### config.mk
export PLATFORM = sky130hd
export DESIGN_NAME = d_ff_pipe
export DESIGN_NICKNAME = d
export VERILOG_FILES = /design/src/rtl/pipe_pkg.sv /design/src/rtl/d_ff_pipe_stage.sv /design/src/rtl/d_ff_pipe.sv
export SDC_FILE = /design/constraint.sdc
export NUM_CORES = 1
export LEC_CHECK = 0
export BUFFER_PORTS_ARGS = -buffer_cell sky130_fd_sc_hd__buf_2
export CAP_MARGIN = 30
export CORE_ASPECT_RATIO = 1.4
export CORE_UTILIZATION = 51
export DETAILED_ROUTE_END_ITERATION = 10
export GPL_TIMING_DRIVEN = 0
export PLACE_DENSITY = 0.75
export SYNTH_ARGS = -nofsm -noshare
export SYNTH_HDL_FRONTEND = slang
export SYNTH_SLANG_ARGS = --single-unit
### constraint.sdc
create_clock -name clk -period 2.15 [get_ports clk]
set_input_delay 0.1075 -clock clk [delete_from_list [all_inputs] [get_ports clk]]
set_output_delay 0.1075 -clock clk [all_outputs]
set_load 0.005 [all_outputs]
### src/rtl/pipe_pkg.sv
// ---------------------------------------------------------------------------
// pipe_pkg
// Shared definitions for the d_ff_pipe register pipeline.
//   PIPE_RESET_VAL_DEFAULT : default data value loaded on reset and on flush
//   clog2_occ(stages)      : bit width needed to count 0..stages valid stages
// ---------------------------------------------------------------------------
package pipe_pkg;

  localparam int PIPE_RESET_VAL_DEFAULT = 0;

  // occupancy has to reach STAGES itself, hence STAGES+1 distinct values
  function automatic int clog2_occ(input int stages);
    return $clog2(stages + 1);
  endfunction

endpackage

### src/rtl/d_ff_pipe_stage.sv
// ---------------------------------------------------------------------------
// d_ff_pipe_stage
// One slice of the d_ff_pipe pipeline: a valid bit plus a WIDTH-bit data
// register.
//   clk       : clock, rising edge
//   rst       : asynchronous reset, active-low
//   flush     : synchronous clear (v=0, data=RESET_VAL)
//   adv       : this stage loads from its source on this edge
//   src_valid : valid bit of the source (in_valid or the previous stage)
//   src_data  : data of the source
//   v         : registered valid bit
//   data      : registered data word
// ---------------------------------------------------------------------------
module d_ff_pipe_stage
  import pipe_pkg::*;
#(
  parameter int               WIDTH     = 8,
  parameter logic [WIDTH-1:0] RESET_VAL = WIDTH'(PIPE_RESET_VAL_DEFAULT)
) (
  input  logic             clk,
  input  logic             rst,
  input  logic             flush,
  input  logic             adv,
  input  logic             src_valid,
  input  logic [WIDTH-1:0] src_data,
  output logic             v,
  output logic [WIDTH-1:0] data
);

  // The data register only captures when a valid word lands here, so bubbles
  // passing through do not toggle the data flops.
  always_ff @(posedge clk or negedge rst) begin
    if (!rst) begin
      v    <= 1'b0;
      data <= RESET_VAL;
    end else if (flush) begin
      v    <= 1'b0;
      data <= RESET_VAL;
    end else if (adv) begin
      v <= src_valid;
      if (src_valid) begin
        data <= src_data;
      end
    end
  end

endmodule

### src/rtl/d_ff_pipe.sv
// ---------------------------------------------------------------------------
// d_ff_pipe
// Valid/ready register pipeline, WIDTH bits wide and STAGES deep, in which
// bubbles collapse: an empty stage keeps loading while a later stage stalls.
//   clk       : clock, rising edge
//   rst       : asynchronous reset, active-low
//   flush     : synchronous clear of every stage and of occupancy
//   in_valid  : producer offers in_data
//   in_ready  : pipeline accepts in_data this cycle
//   in_data   : input word
//   out_valid : last stage holds a valid word
//   out_ready : consumer takes out_data this cycle
//   out_data  : data register of the last stage
//   occupancy : registered count of valid stages
// ---------------------------------------------------------------------------
module d_ff_pipe
  import pipe_pkg::*;
#(
  parameter  int               WIDTH     = 8,
  parameter  int               STAGES    = 4,
  parameter  logic [WIDTH-1:0] RESET_VAL = WIDTH'(PIPE_RESET_VAL_DEFAULT),
  localparam int               OCC_W     = clog2_occ(STAGES)
) (
  input  logic             clk,
  input  logic             rst,
  input  logic             flush,
  input  logic             in_valid,
  output logic             in_ready,
  input  logic [WIDTH-1:0] in_data,
  output logic             out_valid,
  input  logic             out_ready,
  output logic [WIDTH-1:0] out_data,
  output logic [OCC_W-1:0] occupancy
);

  logic [STAGES-1:0] v;
  logic [STAGES-1:0] adv;
  logic [WIDTH-1:0]  data [STAGES];
  logic              in_xfer;
  logic              out_xfer;

  // A stage may load when it is empty or when its successor moves on too.
  // Built from the output back to the input; in_valid never enters this chain.
  always_comb begin
    adv = '0;
    adv[STAGES-1] = !v[STAGES-1] | out_ready;
    for (int i = STAGES - 2; i >= 0; i--) begin
      adv[i] = !v[i] | adv[i+1];
    end
  end

  for (genvar i = 0; i < STAGES; i++) begin : g_stage
    logic             src_valid;
    logic [WIDTH-1:0] src_data;

    if (i == 0) begin : g_head
      assign src_valid = in_valid;
      assign src_data  = in_data;
    end else begin : g_body
      assign src_valid = v[i-1];
      assign src_data  = data[i-1];
    end

    d_ff_pipe_stage #(
      .WIDTH     (WIDTH),
      .RESET_VAL (RESET_VAL)
    ) u_stage (
      .clk       (clk),
      .rst       (rst),
      .flush     (flush),
      .adv       (adv[i]),
      .src_valid (src_valid),
      .src_data  (src_data),
      .v         (v[i]),
      .data      (data[i])
    );
  end

  assign in_ready  = adv[0];
  assign out_valid = v[STAGES-1];
  assign out_data  = data[STAGES-1];

  assign in_xfer  = in_valid & in_ready;
  assign out_xfer = out_valid & out_ready;

  // Simultaneous input and output transfers cancel, so the count stays
  // within 0..STAGES.
  always_ff @(posedge clk or negedge rst) begin
    if (!rst) begin
      occupancy <= '0;
    end else if (flush) begin
      occupancy <= '0;
    end else begin
      occupancy <= occupancy + OCC_W'(in_xfer) - OCC_W'(out_xfer);
    end
  end

endmodule

# After elaboration in Yosys (flattened, before gate mapping)

Cells that the tools add are included.

Bits in registers: 39
Bits of input ports: 13
Word-level logic and storage cells: 54

Muxes and demuxes: 21
Reduce and logical (&&, ||, !) cells: 16
$add $sub $neg: 2
Bitwise logic cells: 6

Operators by type and width:

| kind                      | number |
|---|---|
| two-way mux 8 bit         | 12 |
| nonzero test 2 bit        | 8 |
| two-way mux 1 bit         | 8 |
| AND reduction 2 bit       | 4 |
| logical NOT 1 bit         | 4 |
| bitwise OR 1 bit          | 4 |
| adder 3 x 1 -> 3 bit      | 1 |
| two-way mux 3 bit         | 1 |
| subtractor 3 x 1 -> 3 bit | 1 |
| AND 1 bit                 | 2 |

# Longest topological paths before layout

Gate-level depths: netlist of run 1.

Depth after elaboration: 9
Gate-level depth with buffers: 12
Depth with buffers taken out: 10

# Cells and area by module

From an unflattened synthesis of run 1, not the netlist that was laid out.

Cells, all modules: 179
Area total of the unflattened synthesis: 2014.4 um^2

Modules (own cells, without submodules):

| module          | instances | area an instance (um^2) | seq. area each (um^2) | cells each |
|---|---|---|---|---|
| d_ff_pipe_stage | 4         | 451.7                   | 225.2                 | 40 |
| d_ff_pipe       | 1         | 207.7                   | 75.1                  | 19 |

# Worst setup path before layout of run 1

Ideal clock, no wire load.

Kind: reg-to-reg
Start point: reg g_stage[3].u_stage.v
End point: reg occupancy[2]
Path slack: 0.003 ns
Data arrival time: 2.026 ns
Buffers on the path: 2
Cell stages (with the launch flop): 13
Clock period less this slack: 2.147 ns
Cells stage by stage: dfrtp_1 -> and4b_1 -> buf_6 -> buf_6 -> nand2_1 -> nand2_1 -> ha_1 -> inv_1 -> ha_1 -> inv_1 -> fa_1 -> xnor2_1 -> nor2_1

Longest elaborated chain between the ends: 9
Elaborated cells on any way between the ends: 10
Classes of those cells: 2 x add/sub; 1 x mux; 6 x bitwise; 1 x reduce/logical

Ends and longest elaborated chain:

| what                          | RTL line              | text |
|---|---|---|
| start: declaration            | d_ff_pipe_stage.sv:26 | `output logic v,` |
| start signal: assignment      | d_ff_pipe_stage.sv:40 | `v <= src_valid;` |
| logical NOT 1 bit             | d_ff_pipe.sv:46       | `adv[STAGES-1] = !v[STAGES-1] \| out_ready;` |
| bitwise OR 1 bit              | d_ff_pipe.sv:46       |  |
| bitwise OR 1 bit (3 in a row) | d_ff_pipe.sv:48       | `adv[i] = !v[i] \| adv[i+1];` |
| named net in_ready            | d_ff_pipe.sv:28       | `output logic in_ready,` |
| AND 1 bit                     | d_ff_pipe.sv:83       | `assign in_xfer = in_valid & in_ready;` |
| adder 3 x 1 -> 3 bit          | d_ff_pipe.sv:94       | `occupancy <= occupancy + OCC_W'(in_xfer) - OCC_W'(out_xfer);` |
| subtractor 3 x 1 -> 3 bit     | d_ff_pipe.sv:94       |  |
| two-way mux 3 bit             | d_ff_pipe.sv:91       | `end else if (flush) begin` |
| end signal: assignment        | d_ff_pipe.sv:94       |  |
| end: declaration              | d_ff_pipe.sv:33       | `output logic [OCC_W-1:0] occupancy` |

The timed path passes the listed nets, and every way through them passes these cells.
A chain may end at the register's enable or synchronous reset.

# Final worst setup path of run 1

Start point: reg g_stage[3].u_stage.v
End point: reg occupancy[1]

Longest elaborated chain between the ends: 9
Elaborated cells on any way between the ends: 10
Classes of those cells: 2 x add/sub; 1 x mux; 6 x bitwise; 1 x reduce/logical

Ends and longest elaborated chain:

| what                          | RTL line |
|---|---|
| logical NOT 1 bit             | d_ff_pipe.sv:46 |
| bitwise OR 1 bit              | d_ff_pipe.sv:46 |
| bitwise OR 1 bit (3 in a row) | d_ff_pipe.sv:48 |
| AND 1 bit                     | d_ff_pipe.sv:83 |
| adder 3 x 1 -> 3 bit          | d_ff_pipe.sv:94 |
| subtractor 3 x 1 -> 3 bit (*) | d_ff_pipe.sv:94 |
| two-way mux 3 bit (*)         | d_ff_pipe.sv:91 |

Every way passes the cells marked *; elsewhere a longest branch is shown, timed or not.

==> metrics.csv, run 1 <==
metric,value,unit
crit_path_end_kind,flip-flop,
clkTransAtPathRegs,0.07,ns
drv_cap,0,
max_freq,491,MHz
wl_per_cell,13.9,um
finish.utilization,62.1,%
rrSetupSlack,0.11,ns
muxShareOfSynthArea,8.38,%
leakage,0.00102,uW
p_total,1540,uW
r2r_end,occupancy[1],
port_buffers,24,
clock_latency,0.28,ns
via_count,1475,
slew_headroom,43.5,%
fp.dieW,53.7,um
die-area,4000,um2
floorplan.initialDensity,52.9,%
peakVddDrop,0.537,mV
final.fill_count,322,
final_antenna_net_count,0,
crit_required,2.32,ns
multi_input_area,820,um2
pin_count,26,
period_share,94.7,%
synth_top_family_by_area,simple AND/OR/NAND/NOR gates,
finalWirelength,3720,um
setup_viol,0,
cts.sinks,39,
grt_max_degree,40,
hpwl,2610,um
synth-simple-area-share,18.7,%
whs_endpoint,g_stage[0].u_stage.data[0],
fin_crit,2.04,ns
drv_slew,0,
cts_htree_levels,2,
cp.arrival,2.21,ns
grt_pass1_vias,1484,
ys_warn_count,0,
synth-seq-cells,39,
synth_compound_area_share,11.5,%
synth_area_per_cell,10.1,um2
syn_to_final_growth,17.3,%
drive_above_1_share,25.2,%
syn_inst,190,
synth_fa_ha_area_share,2.36,%
path_max_fanout,4,
ff2ff_path_depth,10,
drc,0,
finalNetCount,242,
synth_xor_xnor_area_share,0.916,%
rows,26,
hold_depth,3,
antenna_found_initial,0,
rsz0062_at_grt,no,
die_h,74.4,um
dr.pass1.iters,4,
cts_buffers,5,
regArea,976,um2
crit_path_start_kind,flip-flop,
synth_fp_nets,206,
cts_root_buffer,clkbuf_8,
clock_path_buffers,2,
avgViaCountPerCell,5.50,
routabilityCongestion,0.786,
status,"finished, final reports clean",
grt-ovfl-total,0,
yosysSeqAreaShare,51.0,%
worstReg2RegStart,g_stage[3].u_stage.v,
grt_pass1_wl,6600,um
hp-class,in2reg,
fin_skew,0.00460,ns
ys_types,26,
critPathKind,reg2reg,
min-delay-start,in_data[0],
netlist_area,1910,um2
diodes,0,
core,3610,um2
drt-initial-drc-count,26,
worst_pin_slew,0.847,ns
grt_usage,22.8,%
cts_tree,built,
powerDensity,685,nW/um2
final-hold-violation-count,0,
## worst max path at each step
stage | start | cells past startpoint | end | slack [ns]
after global placement | g_stage[3].u_stage.v | 12 | occupancy[2] | -0.09
after global routing | g_stage[2].u_stage.v | 10 | occupancy[1] | 0.01
after CTS | g_stage[3].u_stage.v | 10 | occupancy[1] | 0.06
after floorplan | g_stage[3].u_stage.v | 12 | occupancy[2] | 0.003
after detailed placement | g_stage[3].u_stage.v | 12 | occupancy[2] | -0.11
final | g_stage[3].u_stage.v | 10 | occupancy[1] | 0.11
## cells in the final DEF, fill, tap and decap left out, types with 8 or more instances in the layout
| cell type | instances |
|---|---|
| nand3_1 | 16 |
| o21ai_0 | 8 |
| buf_4 | 8 |
| nand2_1 | 25 |
| buf_2 | 34 |
| a21oi_1 | 11 |
| nor2_1 | 8 |
| o211ai_1 | 8 |
| mux2i_1 | 16 |
| dfrtp_1 | 39 |
| nand4_1 | 8 |
## sequential cells by signal, indices dropped and copies added (netlist names)
register              count
occupancy                 3
g_stage.u_stage.v         4
g_stage.u_stage.data     32
## stage by stage
step	hold slack [ns]	instances	worst slack, ns	TNS [ns]	area (um2)
2_1_floorplan	-0.188	190	0.00310	0	1910
3_3_place_gp	0.261	256	-0.0869	-0.105	2080
3_5_place_dp	0.259	256	-0.115	-0.167	2080
4_1_cts	0.0821	266	0.0572	0	2220
5_1_grt	0.102	268	0.0100	0	2240
6_report	0.0938	268	0.114	0	2240
## area by class of cell
class                      count  area share [%]
buffer                        17            4.91
clock buffer                   6            3.23
clock inverter                 1            1.34
inverter                       4           0.669
multi-input combinational    129            36.5
sequential                    39            43.5
tap                           42            2.34
timing repair buffer          30            7.47
## synth_stat cells, drive strengths merged
master,n,share of area [%]
a21oi,11,2.9
nand2b,1,0.33
a21boi,1,0.59
nand2,26,5.1
nand4,8,2.6
xor2,1,0.46
buf,17,6.2
clkbuf,1,0.20
mux2i,16,8.4
o211ai,8,3.1
nor2b,4,1.3
xnor2,1,0.46
and4b,1,0.52
and2,1,0.33
a32oi,1,0.46
nor2,8,1.6
o21ai,8,2.1
inv,4,0.79
fa,1,1.0
a31oi,7,2.3
nor3b,7,2.7
nand3,16,4.2
dfrtp,39,51
ha,2,1.3
## kinds of logic (layout without fill, tap and decap cells)
logic type / after synthesis / in the layout
DFF: 39 / 39
muxes: 16 / 16
xor gates and xnor gates: 2 / 2
and+or+nand+nor: 72 / 72
AOI/OAI and AO/OA: 36 / 36
adders and majority gates: 3 / 3
buffers and inverters: 22 / 58
## critical path: stages (launching register included)
cell and delay, ns:
dfrtp_1 0.39, and4b_1 0.24, buf_6 0.13, nand2_2 0.07, nand2_1 0.08, ha_4 0.23
inv_2 0.04, ha_2 0.15, inv_1 0.05, fa_2 0.51, nor2_1 0.04
## routing by layer
layer | vias up | share of wire [%] | GRT usage (%)
li1 | 740 | - | -
met1 | 692 | 44 | 25.5
met2 | 41 | 52 | 39.2
met3 | 2 | 3.7 | 7.16
met4 | 0 | 0.46 | 8.77
met5 | - | 0 | 0
## power by group
part | switching (uW) | internal (uW) | total (uW)
clock network | 242 | 340 | 582
registers | 21.1 | 764 | 785
logic | 95.1 | 72.8 | 168
total | 358 | 1180 | 1540
## what timing repair did
action / 4_1_cts / 5_1_grt
gates resized for setup: 3 / 2
pin swaps: 2 / 1
hold buffers: 1 / 0
endpoints found under the setup margin: 2 / 2
buffers inserted: 3 / 2
hold endpoints to repair: 39 / 0
Note: power is estimated with default switching activity, not from simulation.
==> inputs of run 2 (changes only) <==
--- a/config.mk
+++ b/config.mk
@@ -12,6 +12,8 @@
 export DETAILED_ROUTE_END_ITERATION = 10
 export GPL_TIMING_DRIVEN = 0
 export PLACE_DENSITY = 0.75
+export SLEW_MARGIN = 5
 export SYNTH_ARGS = -nofsm -noshare
 export SYNTH_HDL_FRONTEND = slang
+export SYNTH_HIERARCHICAL = 1
 export SYNTH_SLANG_ARGS = --single-unit
==> constraint.sdc (replaced) <==
create_clock -name clk -period 2.15 [get_ports clk]
set_input_delay 0.3225 -clock clk [delete_from_list [all_inputs] [get_ports clk]]
set_output_delay 0.3225 -clock clk [all_outputs]
set_load 0.005 [all_outputs]
==> run 2 against run 1 <==
Combinational power is 19% lower. Synthesized area increased by 5.4%. Sequential share of layout area decreased by 1.5 points. Critical endpoint is now occupancy[2].
==> metrics.csv, run 2 <==
metric,value,unit
status,"finished, final reports clean",
grt_max_degree,40,
cts_buffers,5,
path_max_fanout,4,
syn_to_final_growth,15.5,%
netlist_area,2010,um2
peakVddDrop,0.799,mV
p_clk_share,44.0,%
drc,0,
top_register,g_stage.u_stage/data,
rows,26,
clock_path_buffers,2,
via_count,1379,
crit_required,2.37,ns
routabilityCongestion,0.745,
wl_per_cell,13.8,um
crit_path_start_kind,flip-flop,
synthArstFlopShare,100,%
slew_headroom,44.0,%
drt-initial-drc-count,29,
cts.sinks,39,
grt_usage,20.0,%
p_int,1290,uW
yosysMostFrequentCell,dfrtp_1,
hpwl,2580,um
synth_area_per_cell,11.3,um2
die_h,76.4,um
multi_input_area,832,um2
holdWs,0.129,ns
finalNetCount,227,
synth-seq-cells,39,
top_regs,"g_stage.u_stage/data x32, g_stage.u_stage/v x4, occupancy x3",
final-hold-violation-count,0,
ctsResizeCount,0,
placedCellCount,246,
period_share,91.2,%
clkTransAtPathRegs,0.07,ns
cts_htree_levels,2,
cts_root_buffer,clkbuf_8,
synth-edff-count,0,
pin_count,26,
mostFrequentLayoutCells,"dfrtp_1 (38), nand3_1 (32), a21bo_2 (28), a21oi_1 (28), buf_2 (25)",
finalWirelength,3520,um
crit_path_end_kind,flip-flop,
netlist_top_cells_area,"dfrtp_1 (48%), a21bo_2 (14%), nand3_1 (8.0%)",
synth_area_leader_cell,dfrtp_1,
grt-ovfl-total,0,
leakage,0.00110,uW
synth_fp_nets,195,
port_buffers,25,
final.fill_count,335,
diodes,0,
max_freq,510,MHz
powerDensity,696,nW/um2
clock_latency,0.29,ns
critPathKind,reg2reg,
worstReg2RegStart,g_stage[2].u_stage/v,
drv_slew,0,
antenna_found_initial,0,
ys_types,23,
grt_pass1_vias,1352,
post-synth-top-area-fraction,48.4,%
layout.cells.non_filler,254,
ys_warn_count,6,
final_common_cell,dfrtp_1,
fp.dieW,55.1,um
dr.pass1.iters,4,
cp.arrival,2.18,ns
finish.utilization,62.7,%
die-area,4210,um2
post_cts_buffers,0,
rsz0062_at_grt,no,
combPwrFrac,8.4,%
postCtsHoldBufs,0,
setup_viol,0,
avgViaCountPerCell,5.43,
largest_reg_flops,32,
core,3710,um2
p_sw_share,20.5,%
setup_tns,0,ns
syn_inst,179,
cts_tree,built,
drv_cap,0,
synthTopCellsByCount,"dfrtp_1 (39), nand3_1 (32), a21bo_2 (28), a21oi_1 (28), buf_6 (8)",
seq_power_share,47.6,%
grt_pass1_wl,6010,um
final_antenna_net_count,0,
fin_skew,0.00346,ns
floorplan.initialDensity,54.3,%
hp-class,in2async,
switching_power,331,uW
drive_above_1_share,38.2,%
cp-startpoint,g_stage[2].u_stage/v,
fin_crit,1.96,ns
yosysSeqAreaShare,48.4,%
worst_pin_slew,0.840,ns
regArea,977,um2
synthFlopType,dfrtp_1,
==> run 2: area by class of cell <==
type	count	share of cell area (%)
multi-input cells	117	35.8
flip-flops and latches	39	42.0
clock inverters	2	2.58
plain buffers	20	8.39
well taps	42	2.26
repair buffers	25	5.38
clock buffers	6	3.12
inverters	3	0.484
==> run 2: worst max-delay path, stage by stage (launching register included) <==
cell	delay, ns
dfrtp_1	0.41
nand4b_1	0.18
o21ai_1	0.16
ha_1	0.24
inv_1	0.06
ha_1	0.13
inv_1	0.05
fa_1	0.37
xnor3_1	0.18
nor2_1	0.11
==> run 2: kinds of logic (layout without fill, tap and decap cells) <==
family                   after synthesis  after routing  synth area share (%)
buffers and inverters                 23             56                  10.2
AND/OR/NAND/NOR                       44             44                  11.1
XOR/XNOR                               1              1                  1.12
AO/OA/AOI/OAI                         65             65                  24.8
multiplexers                           4              4                  1.99
adder cells (fa/ha/maj)                3              3                  2.24
flip-flops                            39             39                  48.4
==> run 2: routing by layer <==
layer  wire length [um]  share of wire, %  track usage [%]
met5                  0                 0                0
met4                 65               1.8             8.00
met3                119               3.4             5.99
met2               2060                59             35.5
met1               1270                36             20.2
==> run 2: path summary, 6_finish.rpt <==
check | end | cells after the start | slack (ns)
hold / removal | g_stage[3].u_stage/v | 1 | 0.13
max in group asynchronous | g_stage[3].u_stage/v | 1 | 1.45
setup reg to reg | occupancy[2] | 9 | 0.19
hold reg to reg | g_stage[2].u_stage/data[4] | 2 | 0.53
setup / recovery | occupancy[2] | 9 | 0.19
min in group clk | g_stage[0].u_stage/data[4] | 3 | 0.26
==> run 2: stage by stage <==
| step | setup WS [ns] | power [uW] | cell area [um2] |
|---|---|---|---|
| 2_1_floorplan | 0.317 | 869 | 2010 |
| 3_3_place_gp | 0.111 | 914 | 2190 |
| 3_5_place_dp | 0.0538 | 922 | 2190 |
| 4_1_cts | 0.0912 | 1640 | 2320 |
| 5_1_grt | 0.0447 | 1680 | 2330 |
| 6_report | 0.189 | 1620 | 2330 |
==> run 2: power groups by stage <==
| stage | combinational, uW | sequential, uW | clock [uW] |
|---|---|---|---|
| 3_3_place_gp | 133 | 782 | 0 |
| 5_1_grt | 152 | 773 | 753 |
| 3_5_place_dp | 138 | 784 | 0 |
| 4_1_cts | 140 | 770 | 727 |
| 6_report | 136 | 770 | 711 |
| 2_1_floorplan | 87.6 | 781 | 0 |
==> inputs of run 3 (changes only) <==
--- a/config.mk
+++ b/config.mk
@@ -8,6 +8,7 @@
 export BUFFER_PORTS_ARGS = -buffer_cell sky130_fd_sc_hd__buf_2
 export CAP_MARGIN = 30
 export CORE_ASPECT_RATIO = 1.4
+export CORE_MARGIN = 5
 export CORE_UTILIZATION = 51
 export DETAILED_ROUTE_END_ITERATION = 10
 export GPL_TIMING_DRIVEN = 0
==> constraint.sdc (replaced) <==
create_clock -name clk -period 2.15 [get_ports clk]
set_input_delay 0.215 -clock clk [delete_from_list [all_inputs] [get_ports clk]]
set_output_delay 0.215 -clock clk [all_outputs]
set_load 0.005 [all_outputs]
==> run 3 against run 2 <==
Utilization shrank 2.5 points. Hold slack worse by 0.11 ns. Via count fell by 2.5%. Non-clock buffer count increased by 1. Power barely moved. Largest power group unchanged.
==> metrics.csv, run 3 (synthesis gave the netlist of run 2 again) <==
metric,value,unit
critPathKind,reg2reg,
largest_reg_flops,32,
finalWirelength,3410,um
grt_max_degree,40,
highest_layer,met4,
hp-class,in2async,
grt_pass1_vias,1429,
final_common_cell,dfrtp_1,
avgViaCountPerCell,5.25,
cts_htree_levels,2,
crit_slowest_cell,dfrtp_2,
clock_path_buffers,2,
setup_tns,0,ns
dr_wl_met2,1860,um
setup_ws,0.165,ns
fin_crit,1.98,ns
drc,0,
dr_wl_met3,168,um
die-area,5320,um2
rsz0062_at_grt,no,
worst-path-stages,9,
antenna_found_initial,0,
worst_pin_slew,0.818,ns
routabilityCongestion,0.687,
top_regs,"g_stage.u_stage/data x32, g_stage.u_stage/v x4, occupancy x3",
clkTransAtPathRegs,0.07,ns
crit_required,2.33,ns
cts_tree,built,
floorplan.initialDensity,51.9,%
core,3880,um2
fin_skew,0.00487,ns
dr.pass1.iters,4,
hpwl,2530,um
path_buf_inv,2,
wl_per_cell,13.3,um
diodes,0,
leakage,0.00110,uW
port_buffers,25,
via_count,1345,
cts.sinks,39,
crit_family,adder cells,
syn_to_final_growth,16.1,%
slew_headroom,45.5,%
cp.arrival,2.17,ns
final-hold-violation-count,0,
setup_viol,0,
pre_cts_ws,0.0736,ns
drv_cap,0,
max_freq,504,MHz
top_register,g_stage.u_stage/data,
period_share,92.3,%
ff2ff_path_depth,9,
drt-initial-drc-count,16,
drv_slew,0,
grt_pass1_wl,6430,um
wl_met1,1290,um
powerDensity,692,nW/um2
crit_path_start_kind,flip-flop,
die_h,84.4,um
peakVddDrop,0.705,mV
path_cells,nand4b_1 > o21ai_2 > ha_1 > inv_1 > ha_1 > inv_1 > fa_1 > xnor3_1 > nor2_1,
cts_root_buffer,clkbuf_8,
status,"finished, final reports clean",
crit_path_end_kind,flip-flop,
slowest_delay,0.41,ns
clock_latency,0.29,ns
finalNetCount,228,
mostFrequentLayoutCells,"dfrtp_1 (38), nand3_1 (32), a21bo_2 (28), a21oi_1 (28), buf_2 (25)",
grt-ovfl-total,0,
cts_buffers,5,
pin_count,26,
drive_above_1_share,39.0,%
grt_usage,15.1,%
fp.dieW,63.1,um
path_max_fanout,6,
rows,27,
final_antenna_net_count,0,
## run 3: changes by cell type in the layout (fill, tap and decap cells not counted)
cell,delta
o21ai_1,-1
o21ai_2,+1
buf_4,+1
## run 3: power breakdown
part / internal, uW / leakage (uW) / switching (uW) / total, uW
Sequential: 755 / 0.000533 / 14.2 / 769
Clock: 464 / 0.0000654 / 248 / 711
Combinational: 68.8 / 0.000506 / 69.7 / 139
## run 3: what timing repair did
item	4_1_cts	5_1_grt
endpoints found under the setup margin	0	1
buffers inserted	0	1
hold buffers	0	0
gates resized for setup	0	3
## run 3: per-stage QoR
step	hold slack, ns	utilization (%)	power [uW]	cell area, um2	std cells
2_1_floorplan	-0.0806	-	869	2010	179
3_3_place_gp	0.360	56.5	915	2190	247
3_5_place_dp	0.363	56.5	923	2190	247
4_1_cts	0.0441	59.9	1640	2330	255
5_1_grt	0.0889	60.2	1690	2340	256
6_report	0.0151	60.2	1620	2340	256
## run 3: path summary, 6_finish.rpt
| check | start | to | slack [ns] |
|---|---|---|---|
| min | rst | g_stage[3].u_stage/v | 0.02 |
| min reg2reg | g_stage[1].u_stage/data[2] | g_stage[2].u_stage/data[2] | 0.52 |
| max reg2reg | g_stage[3].u_stage/v | occupancy[2] | 0.17 |
| max | g_stage[3].u_stage/v | occupancy[2] | 0.17 |
| min in group clk | in_data[2] | g_stage[0].u_stage/data[2] | 0.16 |
| max in group asynchronous | rst | g_stage[3].u_stage/v | 1.58 |
## run 3: layer usage
layer	vias to the layer above	track usage, %
li1	689	-
met1	621	14.6
met2	25	28.4
met3	10	4.55
met4	0	7.14
met5	-	0
## run 3: worst reg2reg max path, cell delays in order, from the launching register on
cell and delay, ns:
dfrtp_2 0.41, nand4b_1 0.19, o21ai_2 0.17, ha_1 0.24, inv_1 0.05, ha_1 0.12, inv_1 0.04, fa_1 0.37
xnor3_1 0.23, nor2_1 0.05
## run 3: area by class of cell
class	instances	area, um2
Sequential cell	39	977
Timing Repair Buffer	26	133
Clock buffer	6	72.6
Buffer	20	195
Clock inverter	2	60.1
Multi-Input combinational cell	117	836
Tap cell	43	53.8
Fill cell	332	1550
Inverter	3	11.3
